### src/rtl/fetch_pkg.sv
// ---------------------------------------------------------------------------
// fetch_pkg
// Shared types and constants for the LEGv8 instruction fetch stage.
//   fetch_state_t : fetch controller states (IDLE, FETCH, FULL, DROP)
//   INSTR_W       : instruction word width
//   OP_MSB/OP_LSB : opcode field of the instruction word handed to maindec
//   PC_INCR       : byte distance between sequential instructions
// ---------------------------------------------------------------------------
package fetch_pkg;

  typedef enum logic [1:0] {
    IDLE  = 2'd0,
    FETCH = 2'd1,
    FULL  = 2'd2,
    DROP  = 2'd3
  } fetch_state_t;

  localparam int INSTR_W = 32;
  localparam int OP_MSB  = 31;
  localparam int OP_LSB  = 21;
  localparam int PC_INCR = 4;

endpackage

### src/rtl/fetch_skid_buf.sv
// ---------------------------------------------------------------------------
// fetch_skid_buf
// One-entry holding buffer for an {instruction, pc} pair. It catches a word
// returned by instruction memory while the IF/ID register is stalled.
// Ports:
//   clk, reset      : clock (rising edge), asynchronous active-low reset
//   load            : capture in_instr/in_pc, mark entry valid
//   drain           : entry consumed by IF/ID, mark empty
//   clear           : discard entry (redirect), has priority over load/drain
//   in_instr, in_pc : data to capture
//   valid           : entry holds a word
//   instr, pc       : stored data
// ---------------------------------------------------------------------------
module fetch_skid_buf
  import fetch_pkg::*;
#(
  parameter int N = 64
) (
  input  logic               clk,
  input  logic               reset,
  input  logic               load,
  input  logic               drain,
  input  logic               clear,
  input  logic [INSTR_W-1:0] in_instr,
  input  logic [N-1:0]       in_pc,
  output logic               valid,
  output logic [INSTR_W-1:0] instr,
  output logic [N-1:0]       pc
);

  logic               valid_q, valid_d;
  logic [INSTR_W-1:0] instr_q, instr_d;
  logic [N-1:0]       pc_q,    pc_d;

  always_comb begin
    valid_d = valid_q;
    instr_d = instr_q;
    pc_d    = pc_q;
    if (clear) begin
      valid_d = 1'b0;
    end else if (load) begin
      valid_d = 1'b1;
      instr_d = in_instr;
      pc_d    = in_pc;
    end else if (drain) begin
      valid_d = 1'b0;
    end
  end

  always_ff @(posedge clk or negedge reset) begin
    if (!reset) begin
      valid_q <= 1'b0;
      instr_q <= '0;
      pc_q    <= '0;
    end else begin
      valid_q <= valid_d;
      instr_q <= instr_d;
      pc_q    <= pc_d;
    end
  end

  assign valid = valid_q;
  assign instr = instr_q;
  assign pc    = pc_q;

endmodule

### src/rtl/fetch_stage.sv
// ---------------------------------------------------------------------------
// fetch_stage
// LEGv8 instruction fetch stage plus IF/ID pipeline register. Holds the PC,
// fetches one word at a time from instruction memory over a req/ack
// handshake, buffers one returned word while decode is stalled, and follows
// taken-branch redirects.
// Optional feature macro: FETCH_PERF_EN adds output fetch_count, a 32-bit
// count of instructions entering IF/ID.
// Parameters:
//   N        : PC / address width
//   RESET_PC : PC loaded at reset
// Ports:
//   clk, reset            : clock (rising edge), asynchronous active-low reset
//   imem_req, imem_addr   : fetch request and word-aligned byte address
//   imem_ack, imem_rdata  : memory response and returned instruction
//   id_stall              : decode cannot accept a new instruction
//   PCSrc, PCBranch       : taken branch and its target byte address
//   id_valid, id_instr,
//   id_pc, id_op          : IF/ID contents; id_op is the maindec opcode field
//   fetch_count           : (FETCH_PERF_EN only) instructions delivered
// ---------------------------------------------------------------------------
module fetch_stage
  import fetch_pkg::*;
#(
  parameter int           N        = 64,
  parameter logic [N-1:0] RESET_PC = {N{1'b0}}
) (
  input  logic                     clk,
  input  logic                     reset,
  output logic                     imem_req,
  output logic [N-1:0]             imem_addr,
  input  logic                     imem_ack,
  input  logic [INSTR_W-1:0]       imem_rdata,
  input  logic                     id_stall,
  input  logic                     PCSrc,
  input  logic [N-1:0]             PCBranch,
  output logic                     id_valid,
  output logic [INSTR_W-1:0]       id_instr,
  output logic [N-1:0]             id_pc,
  output logic [OP_MSB-OP_LSB:0]   id_op
`ifdef FETCH_PERF_EN
  ,
  output logic [31:0]              fetch_count
`endif
);

  localparam logic [N-1:0] ALIGN_MASK = ~N'(3);
  localparam logic [N-1:0] INCR       = N'(PC_INCR);

  fetch_state_t       state_q, state_d;
  logic [N-1:0]       pc_q, pc_d;
  logic [N-1:0]       drop_addr_q, drop_addr_d;
  logic               id_valid_q, id_valid_d;
  logic [INSTR_W-1:0] id_instr_q, id_instr_d;
  logic [N-1:0]       id_pc_q, id_pc_d;

  logic               skid_load, skid_drain, skid_clear;
  logic               skid_valid;
  logic [INSTR_W-1:0] skid_instr;
  logic [N-1:0]       skid_pc;
  logic               id_enter;
  logic               if_id_free;

  fetch_skid_buf #(.N(N)) u_skid (
    .clk      (clk),
    .reset    (reset),
    .load     (skid_load),
    .drain    (skid_drain),
    .clear    (skid_clear),
    .in_instr (imem_rdata),
    .in_pc    (pc_q),
    .valid    (skid_valid),
    .instr    (skid_instr),
    .pc       (skid_pc)
  );

  // IF/ID can take a new word when it is empty or decode consumes it now.
  assign if_id_free = !id_valid_q || !id_stall;

  always_comb begin
    state_d     = state_q;
    pc_d        = pc_q;
    drop_addr_d = drop_addr_q;
    id_valid_d  = id_valid_q;
    id_instr_d  = id_instr_q;
    id_pc_d     = id_pc_q;
    skid_load   = 1'b0;
    skid_drain  = 1'b0;
    skid_clear  = 1'b0;
    id_enter    = 1'b0;

    case (state_q)
      IDLE: begin
        state_d    = FETCH;
        id_valid_d = 1'b0;
      end
      FETCH: begin
        if (imem_ack) begin
          pc_d = pc_q + INCR;
          if (if_id_free) begin
            id_valid_d = 1'b1;
            id_instr_d = imem_rdata;
            id_pc_d    = pc_q;
            id_enter   = 1'b1;
          end else begin
            skid_load = 1'b1;
            state_d   = FULL;
          end
        end else if (if_id_free) begin
          id_valid_d = 1'b0;
        end
      end
      FULL: begin
        if (!id_stall) begin
          id_valid_d = 1'b1;
          id_instr_d = skid_instr;
          id_pc_d    = skid_pc;
          id_enter   = 1'b1;
          skid_drain = 1'b1;
          state_d    = FETCH;
        end
      end
      DROP: begin
        // The word returned here belongs to the abandoned path.
        if (if_id_free) begin
          id_valid_d = 1'b0;
        end
        if (imem_ack) begin
          state_d = FETCH;
        end
      end
      default: begin
        state_d = IDLE;
      end
    endcase

    // A taken branch overrides everything: flush IF/ID and the skid, and if
    // a request is still in flight keep it alive in DROP so the handshake is
    // never retracted.
    if (PCSrc) begin
      pc_d       = PCBranch & ALIGN_MASK;
      id_valid_d = 1'b0;
      id_instr_d = id_instr_q;
      id_pc_d    = id_pc_q;
      id_enter   = 1'b0;
      skid_load  = 1'b0;
      skid_drain = 1'b0;
      skid_clear = 1'b1;
      if ((state_q == FETCH || state_q == DROP) && !imem_ack) begin
        state_d = DROP;
        if (state_q == FETCH) begin
          drop_addr_d = pc_q;
        end
      end else begin
        state_d = FETCH;
      end
    end
  end

  always_ff @(posedge clk or negedge reset) begin
    if (!reset) begin
      state_q     <= IDLE;
      pc_q        <= RESET_PC;
      drop_addr_q <= '0;
      id_valid_q  <= 1'b0;
      id_instr_q  <= '0;
      id_pc_q     <= '0;
    end else begin
      state_q     <= state_d;
      pc_q        <= pc_d;
      drop_addr_q <= drop_addr_d;
      id_valid_q  <= id_valid_d;
      id_instr_q  <= id_instr_d;
      id_pc_q     <= id_pc_d;
    end
  end

`ifdef FETCH_PERF_EN
  logic [31:0] count_q, count_d;

  always_comb begin
    count_d = count_q + {31'd0, id_enter};
  end

  always_ff @(posedge clk or negedge reset) begin
    if (!reset) begin
      count_q <= '0;
    end else begin
      count_q <= count_d;
    end
  end

  assign fetch_count = count_q;
`endif

  assign imem_req  = (state_q == FETCH) || (state_q == DROP);
  assign imem_addr = (state_q == DROP) ? drop_addr_q : pc_q;
  assign id_valid  = id_valid_q;
  assign id_instr  = id_instr_q;
  assign id_pc     = id_pc_q;
  assign id_op     = id_instr_q[OP_MSB:OP_LSB];

endmodule

### config.mk
export PLATFORM = sky130hd
export DESIGN_NAME = fetch_stage
export DESIGN_NICKNAME = d
export VERILOG_FILES = /design/src/rtl/fetch_pkg.sv /design/src/rtl/fetch_skid_buf.sv /design/src/rtl/fetch_stage.sv
export SDC_FILE = /design/constraint.sdc
export NUM_CORES = 1
export LEC_CHECK = 0
export ABC_CLOCK_PERIOD_IN_PS = 2100
export BUFFER_PORTS_ARGS = -buffer_cell sky130_fd_sc_hd__clkbuf_2
export CORE_ASPECT_RATIO = 0.8
export CORE_MARGIN = 2
export CORE_UTILIZATION = 35
export DETAILED_ROUTE_END_ITERATION = 12
export GPL_ROUTABILITY_DRIVEN = 0
export HOLD_SLACK_MARGIN = 0.15
export SKIP_CTS_REPAIR_TIMING = 1
export SYNTH_ARGS = -nofsm -noshare
export SYNTH_HDL_FRONTEND = slang
export SYNTH_SLANG_ARGS = --single-unit
### constraint.sdc
create_clock -name clk -period 2.1 [get_ports clk]
set_clock_uncertainty 0.1 [all_clocks]
set_input_delay 0.315 -clock clk [delete_from_list [all_inputs] [get_ports clk]]
set_output_delay 0.315 -clock clk [all_outputs]
set_load 0.02 [all_outputs]
==> results.ini, run 1 <==
[outcome]
run_status=finished, violations left
violations=setup timing

[logic_synthesis]
register_bit_count_reported_by_yosys=315
netlist-cell-type-count=46
synth-warning-count=0
seq_area_frac_synth=0.531
netlist.area_leader.share=0.531
synth_async_sr_flop_share=1.00
ys_top_cells_by_area=sky130_fd_sc_hd__dfrtp_1 53%, sky130_fd_sc_hd__mux2_2 16%, sky130_fd_sc_hd__mux2i_1 6.4%, sky130_fd_sc_hd__a21oi_1 3.3%, sky130_fd_sc_hd__nor2_1 3.1%
synth_flop_cell=sky130_fd_sc_hd__dfrtp_1
mean_syn_cell_area_sq_um=11.2
synth_area_sq_mm=0.0148
post-synth-top-area-cell=sky130_fd_sc_hd__dfrtp_1
post_synth_edffs=0
gate_count_after_technology_mapping=1325

[floorplan]
start_util=0.355
core-area_sq_mm=0.0418
floorplan.io_pins=274
floorplan.die_area_sq_mm=0.0440
rows=67
die_h_microns=188
die_width_microns=234

[flow_run]
max_cap_violations=0

[hold_path]
min_path_type=in2reg

[routing]
route.detailed.vias_per_inst=5.07
dr_total_vias=12000
drtPass1Iterations=5
drc=0
wl_per_cell_microns=20.0
drt-total-wl_mm=47.5
drt.antenna.violating_nets=0
initialDrtViolationCount=755

[clock_tree]
htree_levels=2
clk_transition_reported_paths_ns=0.06
cts_inserted_buffers=35
cts_tree=built
clk-insertion-delay-late_ns=0.52
clockBufferDepth=3
cts_num_sinks=315
clock_tree.root_cell=sky130_fd_sc_hd__clkbuf_16

[finish]
postLayoutCellArea_sq_mm=0.0216
syn_to_final_growth_pct=45.6
layoutNonFillerInstCount=2373
share_of_cells_above_drive_strength_1=0.413
multi_input_logic_area_sq_mm=0.00674
post_route_utilization=0.516
seq_area_sq_mm=0.00788
fill_cells=3600
final_nets=1901
antenna-diode-count=0

[critical_path]
cpPeakStageDelay_ns=0.40
critPathRequiredTime_ns=1.68
worst_path_most_repeated_cell=sky130_fd_sc_hd__buf_6
critical_path.slowest_cell=sky130_fd_sc_hd__dfrtp_1
timing.critical_path.cells=buf_6 > ha_4 > buf_6 > clkbuf_16 > mux2_4 > buf_6
crit_path_start_kind=flip-flop
crit_path_end_kind=output pin
critical_path_class=reg2out
timing.critical_path.buf_inv=4
critical_path_peak_fanout=5
timing.critical_path.max_delay_family=buffers and inverters
timing.critical_path.arrival_ns=2.00

[timing]
finalHoldWorstSlack_ns=0.167
finalSetupViolations=149
finalHoldViolations=0
finalWorstPathRequiredPeriod_ns=2.42
fin_crit_sh=1.15
achievable-frequency_mhz=414
slew_violations=0
rsz_0062_raised_after_global_routing=true
post-route-worst-setup-slack_ns=-0.316

[place]
detailed_place.area_sq_mm=0.0176
detailedPlacementHpwl_mm=29.0
place_ws_ns=-0.149
placement.io_buffers=267
placed_cells_incl_taps=2150

[pwr]
p_leak_nw=9.51
cellPowerDensity_mw_per_mm2=1220
worst_ir_drop_vdd_mv=0.682

[grt]
grt_first_pass_wirelength_mm=63.9
first_global_vias=11300
grt_max_degree=71
initial_antenna_violation_count=0
sum_of_overflow_across_all_layers_after_global_routing=0
globalRouteTotalUtil=0.186

-- worst min-delay path: cells and delay by family --
family / cells / cell delay [ns]
AND/OR/NAND/NOR: 2 / 0.19
AO/OA/AOI/OAI: 1 / 0.12
buffers and inverters: 1 / 0.10
-- cell families after synthesis --
family | Yosys count | synth area share
AO/OA/AOI/OAI | 187 | 0.0676
flip-flops | 315 | 0.531
multiplexers | 302 | 0.221
adder cells (fa/ha/maj) | 5 | 0.00422
other | 1 | 0.000253
XOR/XNOR | 43 | 0.0254
buffers and inverters | 130 | 0.0387
AND/OR/NAND/NOR | 342 | 0.111
-- routing by layer --
metal | track usage | vias to the layer above | routed length (microns)
met3 | 0.0321 | 53 | 2730
met4 | 0.0533 | 0 | 771
met5 | 0 | - | 0
met1 | 0.269 | 6036 | 22000
met2 | 0.284 | 336 | 22000
li1 | - | 5607 | -
-- Yosys cell counts (12+ instances only) --
library cell and count:
sky130_fd_sc_hd__a21oi_1 97, sky130_fd_sc_hd__a31oi_1 12, sky130_fd_sc_hd__buf_1 20, sky130_fd_sc_hd__buf_2 21
sky130_fd_sc_hd__buf_4 15, sky130_fd_sc_hd__clkbuf_1 60, sky130_fd_sc_hd__dfrtp_1 315, sky130_fd_sc_hd__mux2_2 207
sky130_fd_sc_hd__mux2i_1 95, sky130_fd_sc_hd__nand2_1 87, sky130_fd_sc_hd__nand3_1 24, sky130_fd_sc_hd__nand4_1 40
sky130_fd_sc_hd__nor2_1 122, sky130_fd_sc_hd__o21ai_0 63, sky130_fd_sc_hd__xor2_1 32
-- through the flow --
step	power [mW]	setup TNS [ns]
after floorplan	14.9	-4.01
after global placement	17.7	-0.519
after detailed placement	18.0	-0.656
after CTS	24.8	-19.97
after global routing	27.8	-41.23
final	26.4	-23.69
-- sequential cells by signal (all words and copies together) (netlist names) --
name	flops
drop_addr_q	62
id_pc	62
pc_q	62
u_skid.pc	62
id_instr	32
u_skid.instr	32
state_q	2
id_valid	1
-- layout by cell type (no fill, tap or decap), types with 7 or more instances in the layout --
| master | n |
|---|---|
| sky130_fd_sc_hd__buf_4 | 120 |
| sky130_fd_sc_hd__clkbuf_8 | 7 |
| sky130_fd_sc_hd__o21ai_1 | 8 |
| sky130_fd_sc_hd__mux2_2 | 173 |
| sky130_fd_sc_hd__nand2_1 | 85 |
| sky130_fd_sc_hd__nand4_1 | 40 |
| sky130_fd_sc_hd__clkbuf_2 | 210 |
| sky130_fd_sc_hd__dlygate4sd3_1 | 97 |
| sky130_fd_sc_hd__xor2_1 | 31 |
| sky130_fd_sc_hd__dfrtp_1 | 315 |
| sky130_fd_sc_hd__a31oi_1 | 10 |
| sky130_fd_sc_hd__a21oi_1 | 94 |
| sky130_fd_sc_hd__o21ai_0 | 53 |
| sky130_fd_sc_hd__buf_12 | 22 |
| sky130_fd_sc_hd__nor2_1 | 121 |
| sky130_fd_sc_hd__clkbuf_16 | 65 |
| sky130_fd_sc_hd__and3_1 | 11 |
| sky130_fd_sc_hd__inv_1 | 10 |
| sky130_fd_sc_hd__mux2i_1 | 95 |
| sky130_fd_sc_hd__nand3_1 | 21 |
| sky130_fd_sc_hd__mux2_4 | 34 |
| sky130_fd_sc_hd__buf_6 | 59 |
| sky130_fd_sc_hd__buf_8 | 7 |
| sky130_fd_sc_hd__xnor2_1 | 11 |
-- power by group --
group	total [mW]	switching, mW	internal [mW]
registers	9.67	1.31	8.36
clock network	6.76	2.55	4.21
logic	9.96	5.21	4.75
total	26.4	9.08	17.3
-- final timing paths --
kind                            startpoint         endpoint  slack [ns]  depth (start not counted)
max                             state_q[1]    imem_addr[51]       -0.32                          6
min                               id_stall       state_q[0]        0.17                          4
max reg2reg                     state_q[1]         pc_q[63]       -0.18                          9
min reg2reg                drop_addr_q[39]  drop_addr_q[39]        0.38                          2
max in group asynchronous            reset        id_pc[12]        0.98                          3
min in group asynchronous            reset  drop_addr_q[53]        0.20                          2
-- cell type report --
class                           instances  area share
Clock buffer                           50      0.0484
Clock inverter                         13      0.0105
Inverter                               11     0.00191
Multi-Input combinational cell        883       0.312
Sequential cell                       315       0.365
Tap cell                              552      0.0320
Timing Repair Buffer                  549       0.230
No activity file was read; power rests on OpenSTA's default activity.
==> inputs of run 2 (changes only) <==
--- a/config.mk
+++ b/config.mk
@@ -13,6 +13,7 @@
 export DETAILED_ROUTE_END_ITERATION = 12
 export GPL_ROUTABILITY_DRIVEN = 0
 export HOLD_SLACK_MARGIN = 0.15
+export RECOVER_POWER = 50
 export SKIP_CTS_REPAIR_TIMING = 1
 export SYNTH_ARGS = -nofsm -noshare
 export SYNTH_HDL_FRONTEND = slang
==> results.ini, run 2 (synthesis gave the netlist of run 1 again) <==
[hold_path]
min_path_type=in2reg
min_from=id_stall

[timing]
slew_headroom=0.148
post-route-worst-setup-slack_ns=-0.316  ; -0.000538 ns
slew_violations=0  ; unchanged
finalSetupViolations=148  ; -0.67%
finalHoldWorstSlack_ns=0.165  ; -0.00152 ns
tightestPinTransition_ns=1.28
rsz_0062_raised_after_global_routing=true
finalWorstPathRequiredPeriod_ns=2.42  ; +0.000538 ns
fin_crit_sh=1.15  ; about the same
achievable-frequency_mhz=414  ; about the same
finalHoldViolations=0  ; unchanged

[finish]
final_cell_mix=315 x sky130_fd_sc_hd__dfrtp_1, 211 x sky130_fd_sc_hd__clkbuf_2, 173 x sky130_fd_sc_hd__mux2_2
syn_to_final_growth_pct=45.4
final_common_cell=sky130_fd_sc_hd__dfrtp_1
share_of_cells_above_drive_strength_1=0.413  ; unchanged
antenna-diode-count=0  ; unchanged
final_nets=1901  ; unchanged

[floorplan]
rows=67  ; unchanged
start_util=0.355  ; unchanged
floorplan.io_pins=274  ; unchanged
core-area_sq_mm=0.0418  ; unchanged
die_width_microns=234  ; unchanged
die_h_microns=188  ; unchanged
floorplan.die_area_sq_mm=0.0440  ; unchanged

[critical_path]
crit_path_end_kind=output pin
worst_setup_path_startpoint=state_q[0]
critical_path_class=reg2out
crit-reg2reg-launch=state_q[1]
crit_path_start_kind=flip-flop
critical_path_peak_fanout=5  ; unchanged
timing.critical_path.arrival_ns=2.00  ; about the same
critPathRequiredTime_ns=1.68  ; about the same

[clock_tree]
clk_transition_reported_paths_ns=0.06  ; about the same
clk-insertion-delay-late_ns=0.53  ; about the same
clockBufferDepth=3  ; unchanged
cts_inserted_buffers=35  ; unchanged
cts_num_sinks=315  ; unchanged
cts_tree=built
htree_levels=2  ; unchanged
clock_tree.root_cell=sky130_fd_sc_hd__clkbuf_16

[routing]
drtPass1Iterations=5  ; unchanged
drt.antenna.violating_nets=0  ; unchanged
met3WireLength_mm=2.84  ; +4.2%
route.detailed.vias_per_inst=5.11  ; +0.72%
drt-total-wl_mm=47.5  ; about the same
met2RoutedLength_mm=22.2  ; +0.61%
top_layer=met4
met1_length_mm=21.8  ; -0.97%
dr_total_vias=12100  ; +0.72%
drc=0  ; unchanged
wl_per_cell_microns=20.0  ; about the same
initialDrtViolationCount=736  ; -2.5%

[pwr]
worst_ir_drop_vdd_mv=0.683  ; +0.22%
post-layout-total-power_mw=26.4  ; about the same
p_leak_nw=9.50  ; -0.15%
cellPowerDensity_mw_per_mm2=1220  ; +0.15%

[place]
place_ws_ns=-0.149  ; unchanged
detailedPlacementHpwl_mm=29.0  ; unchanged
placement.io_buffers=267  ; unchanged

[grt]
grt_first_pass_wirelength_mm=63.9  ; unchanged
grt_max_degree=71  ; unchanged
sum_of_overflow_across_all_layers_after_global_routing=0  ; unchanged
globalRouteTotalUtil=0.186  ; unchanged
first_global_vias=11300  ; unchanged
initial_antenna_violation_count=0  ; unchanged

[flow_run]
max_cap_violations=0  ; unchanged

[outcome]
run_status=finished, violations left
violations=setup timing

[run 2: cell count changes in the layout (fill, tap and decap cells not counted)]
cell	previous run	this run
sky130_fd_sc_hd__buf_12	22	18
sky130_fd_sc_hd__buf_4	120	118
sky130_fd_sc_hd__buf_6	59	61
sky130_fd_sc_hd__clkbuf_4	0	2
sky130_fd_sc_hd__clkbuf_2	210	211
sky130_fd_sc_hd__clkbuf_8	7	8
[run 2: stage by stage]
step	cells	cell area, sq um	utilization	TNS [ns]
final	2373	21600	0.515	-23.35
after global routing	2373	21600	0.515	-45.99
after CTS	2213	18900	0.452	-19.97
after detailed placement	2150	17600	0.421	-0.656
after global placement	2150	17600	0.421	-0.519
after floorplan	1328	14900	-	-4.01
[run 2: cell type report]
class                   instances  area, sq um
well taps                     552          691
inverters                      11         41.3
fillers                      3606        20300
multi-input cells             883         6740
repair buffers                549         4940
clock buffers                  50         1040
flip-flops and latches        315         7880
clock inverters                13          226
[run 2: path summary, 6_finish.rpt]
kind	end	slack (ns)	cells after the start
max	imem_addr[51]	-0.32	6
max reg2reg	pc_q[44]	-0.18	8
min reg2reg	drop_addr_q[39]	0.38	2
min in group asynchronous	drop_addr_q[48]	0.51	2
max in group asynchronous	id_pc[17]	0.17	3
min	state_q[0]	0.17	4
[run 2: metal layers]
metal	track usage	vias up
li1	-	5605
met1	0.269	6097
met2	0.284	363
met3	0.0321	54
met4	0.0533	0
met5	0	-
[run 2: worst max-delay path, cell delays in order, from the launching register on]
cell                        delay, ns
sky130_fd_sc_hd__dfrtp_1         0.40
sky130_fd_sc_hd__buf_6           0.13
sky130_fd_sc_hd__ha_4            0.17
sky130_fd_sc_hd__buf_6           0.14
sky130_fd_sc_hd__clkbuf_16       0.16
sky130_fd_sc_hd__mux2_4          0.32
sky130_fd_sc_hd__buf_6           0.14
[run 2: power by group]
group,leakage (nW),total (mW),internal [mW],switching [mW]
Sequential,3.78,9.67,8.36,1.31
Combinational,5.11,9.96,4.74,5.22
Clock,0.614,6.76,4.21,2.55
==> inputs of run 3 (changes only) <==
==> constraint.sdc (replaced) <==
create_clock -name clk -period 2.1 [get_ports clk]
set_clock_uncertainty 0.1 [all_clocks]
set_input_delay 0 -clock clk [delete_from_list [all_inputs] [get_ports clk]]
set_output_delay 0 -clock clk [all_outputs]
set_load 0.02 [all_outputs]
==> results.ini, run 3 (synthesis gave the netlist of run 1 again) <==
[place]
detailedPlacementHpwl_mm=29.2  ; +0.47%
placed_cells_incl_taps=2147  ; -0.14%
place_ws_ns=-0.276  ; -0.127 ns
placement.io_buffers=267  ; unchanged

[grt]
sum_of_overflow_across_all_layers_after_global_routing=0  ; unchanged
grt_max_degree=76  ; +7.0%
global_route.peak_usage_layer=met2
gr-usage-met1=0.269  ; about the same
groute.layer.met3.usage=0.0414  ; +0.00928
globalRouteTotalUtil=0.189  ; +0.00280
initial_antenna_violation_count=1  ; +1
first_global_vias=11100  ; -1.2%
gr-usage-met2=0.289  ; +0.00454
grt_first_pass_wirelength_mm=64.1  ; +0.38%

[flow_run]
max_cap_violations=0  ; unchanged

[critical_path]
crit_path_start_kind=flip-flop
critPathRequiredTime_ns=2.00  ; +0.32 ns
critical_path_class=reg2out
critical_path.slowest_cell=sky130_fd_sc_hd__dfrtp_1
timing.critical_path.max_delay_family=buffers and inverters
crit_path_end_kind=output pin
reg2reg_to=pc_q[44]
critical_path_peak_fanout=25  ; +20
rrSetupSlack_ns=-0.06  ; +0.12 ns
timing.critical_path.arrival_ns=2.11  ; +0.11 ns
worst_setup_path_startpoint=state_q[0]
crit-reg2reg-launch=pc_q[2]
worst_reg_to_reg_path_cell_count=7  ; -1
timing.critical_path.buf_inv=3  ; -1
setup.worst_path.end=imem_addr[35]
cpPeakStageDelay_ns=0.42  ; +0.02 ns
cp.depth=5  ; -1
timing.critical_path.cells=buf_6 > ha_4 > buf_12 > mux2_2 > clkbuf_2

[routing]
route.detailed.vias_per_inst=5.05  ; -1.1%
drc=0  ; unchanged
drt.antenna.violating_nets=0  ; unchanged
initialDrtViolationCount=727  ; -1.2%
wl_per_cell_microns=19.5  ; -2.7%
drtPass1Iterations=5  ; unchanged
drt-total-wl_mm=46.6  ; -2.0%
dr_total_vias=12100  ; -0.40%

[timing]
achievable-frequency_mhz=453  ; +9.5%
rsz_0062_raised_after_global_routing=true
finalWorstPathRequiredPeriod_ns=2.21  ; -0.209 ns
tightestPinTransition_ns=0.806  ; -0.472 ns
slew_headroom=0.463  ; +0.314
finalHoldViolations=0  ; unchanged
slew_violations=0  ; unchanged
finalHoldWorstSlack_ns=0.129  ; -0.0361 ns
finalSetupViolations=57  ; -61%
fin_crit_sh=1.05  ; -0.0994
post-route-worst-setup-slack_ns=-0.108  ; +0.209 ns
fin_setup_tns_ns=-2.97  ; +20.38 ns

[finish]
layoutNonFillerInstCount=2390  ; +0.72%
syn_to_final_growth_pct=43.5
antenna-diode-count=0  ; unchanged
share_of_cells_above_drive_strength_1=0.357  ; -0.0561
final_nets=1916  ; +0.79%
post_route_utilization=0.509  ; -0.00661
final_cell_mix=314 x sky130_fd_sc_hd__dfrtp_1, 177 x sky130_fd_sc_hd__mux2_2, 147 x sky130_fd_sc_hd__clkbuf_2
final_common_cell=sky130_fd_sc_hd__dfrtp_1
fill_cells=3745  ; +3.9%

[clock_tree]
cts_inserted_buffers=37  ; +5.7%
clk-insertion-delay-late_ns=0.54  ; about the same
clk_transition_reported_paths_ns=0.06  ; about the same
htree_levels=2  ; unchanged
clockBufferDepth=3  ; unchanged
cts_num_sinks=315  ; unchanged
clock_tree.root_cell=sky130_fd_sc_hd__clkbuf_16
cts_tree=built

[pwr]
worst_ir_drop_vdd_mv=0.726  ; +6.3%
p_leak_nw=9.20  ; -3.2%
cellPowerDensity_mw_per_mm2=1220  ; -0.38%

[hold_path]
min_from=PCBranch[35]
min_path_type=in2reg

[floorplan]
die_width_microns=234  ; unchanged
core-area_sq_mm=0.0418  ; unchanged
die_h_microns=188  ; unchanged
rows=67  ; unchanged
floorplan.io_pins=274  ; unchanged
floorplan.die_area_sq_mm=0.0440  ; unchanged
start_util=0.355  ; unchanged

[outcome]
violations=setup timing
run_status=finished, violations left

-- run 3: cell count changes in the layout (fill, tap and decap cells not counted), sizes merged --
cell	before	now
buf	210	194
dlygate4sd3	97	129
inv	11	12
-- run 3: stage by stage --
stage,power [mW],area (sq um)
finish,26.0,21300
global route,27.4,21300
CTS,25.1,18900
detailed placement,17.9,17600
global placement,17.7,17600
floorplan,14.9,14900
-- run 3: worst min-delay path by stage --
stage	endpoint	slack (ns)	depth (start not counted)
global route	pc_q[31]	0.14	4
detailed placement	id_pc[55]	-0.14	1
floorplan	drop_addr_q[10]	-0.40	0
finish	pc_q[35]	0.13	4
CTS	drop_addr_q[57]	-0.72	1
global placement	id_pc[55]	-0.14	1
-- run 3: worst min-delay path, cell delays in order --
cell and delay (ns):
sky130_fd_sc_hd__dlygate4sd3_1 0.52, sky130_fd_sc_hd__clkbuf_2 0.11, sky130_fd_sc_hd__nand2_1 0.05, sky130_fd_sc_hd__o21ai_0 0.06
-- run 3: area by class of cell --
| type | instances | area [sq um] | share of cell area |
|---|---|---|---|
| flip-flops and latches | 315 | 7880 | 0.370 |
| repair buffers | 562 | 4610 | 0.216 |
| well taps | 552 | 691 | 0.0325 |
| clock buffers | 53 | 1120 | 0.0526 |
| clock inverters | 14 | 235 | 0.0111 |
| multi-input cells | 883 | 6710 | 0.315 |
| inverters | 11 | 41.3 | 0.00194 |
-- run 3: layer usage --
metal  up-vias  wire [microns]  part of all wire
met1      6093           21800              0.47
met4         2             770             0.017
met5         -              13           0.00028
met3        54            2480             0.053
li1       5613               -                 -
met2       308           21500              0.46
-- run 3: where the power goes --
group	switching, mW	internal [mW]	leakage (nW)
Clock	2.66	4.45	0.657
Sequential	1.31	8.36	3.77
Combinational	5.06	4.11	4.77
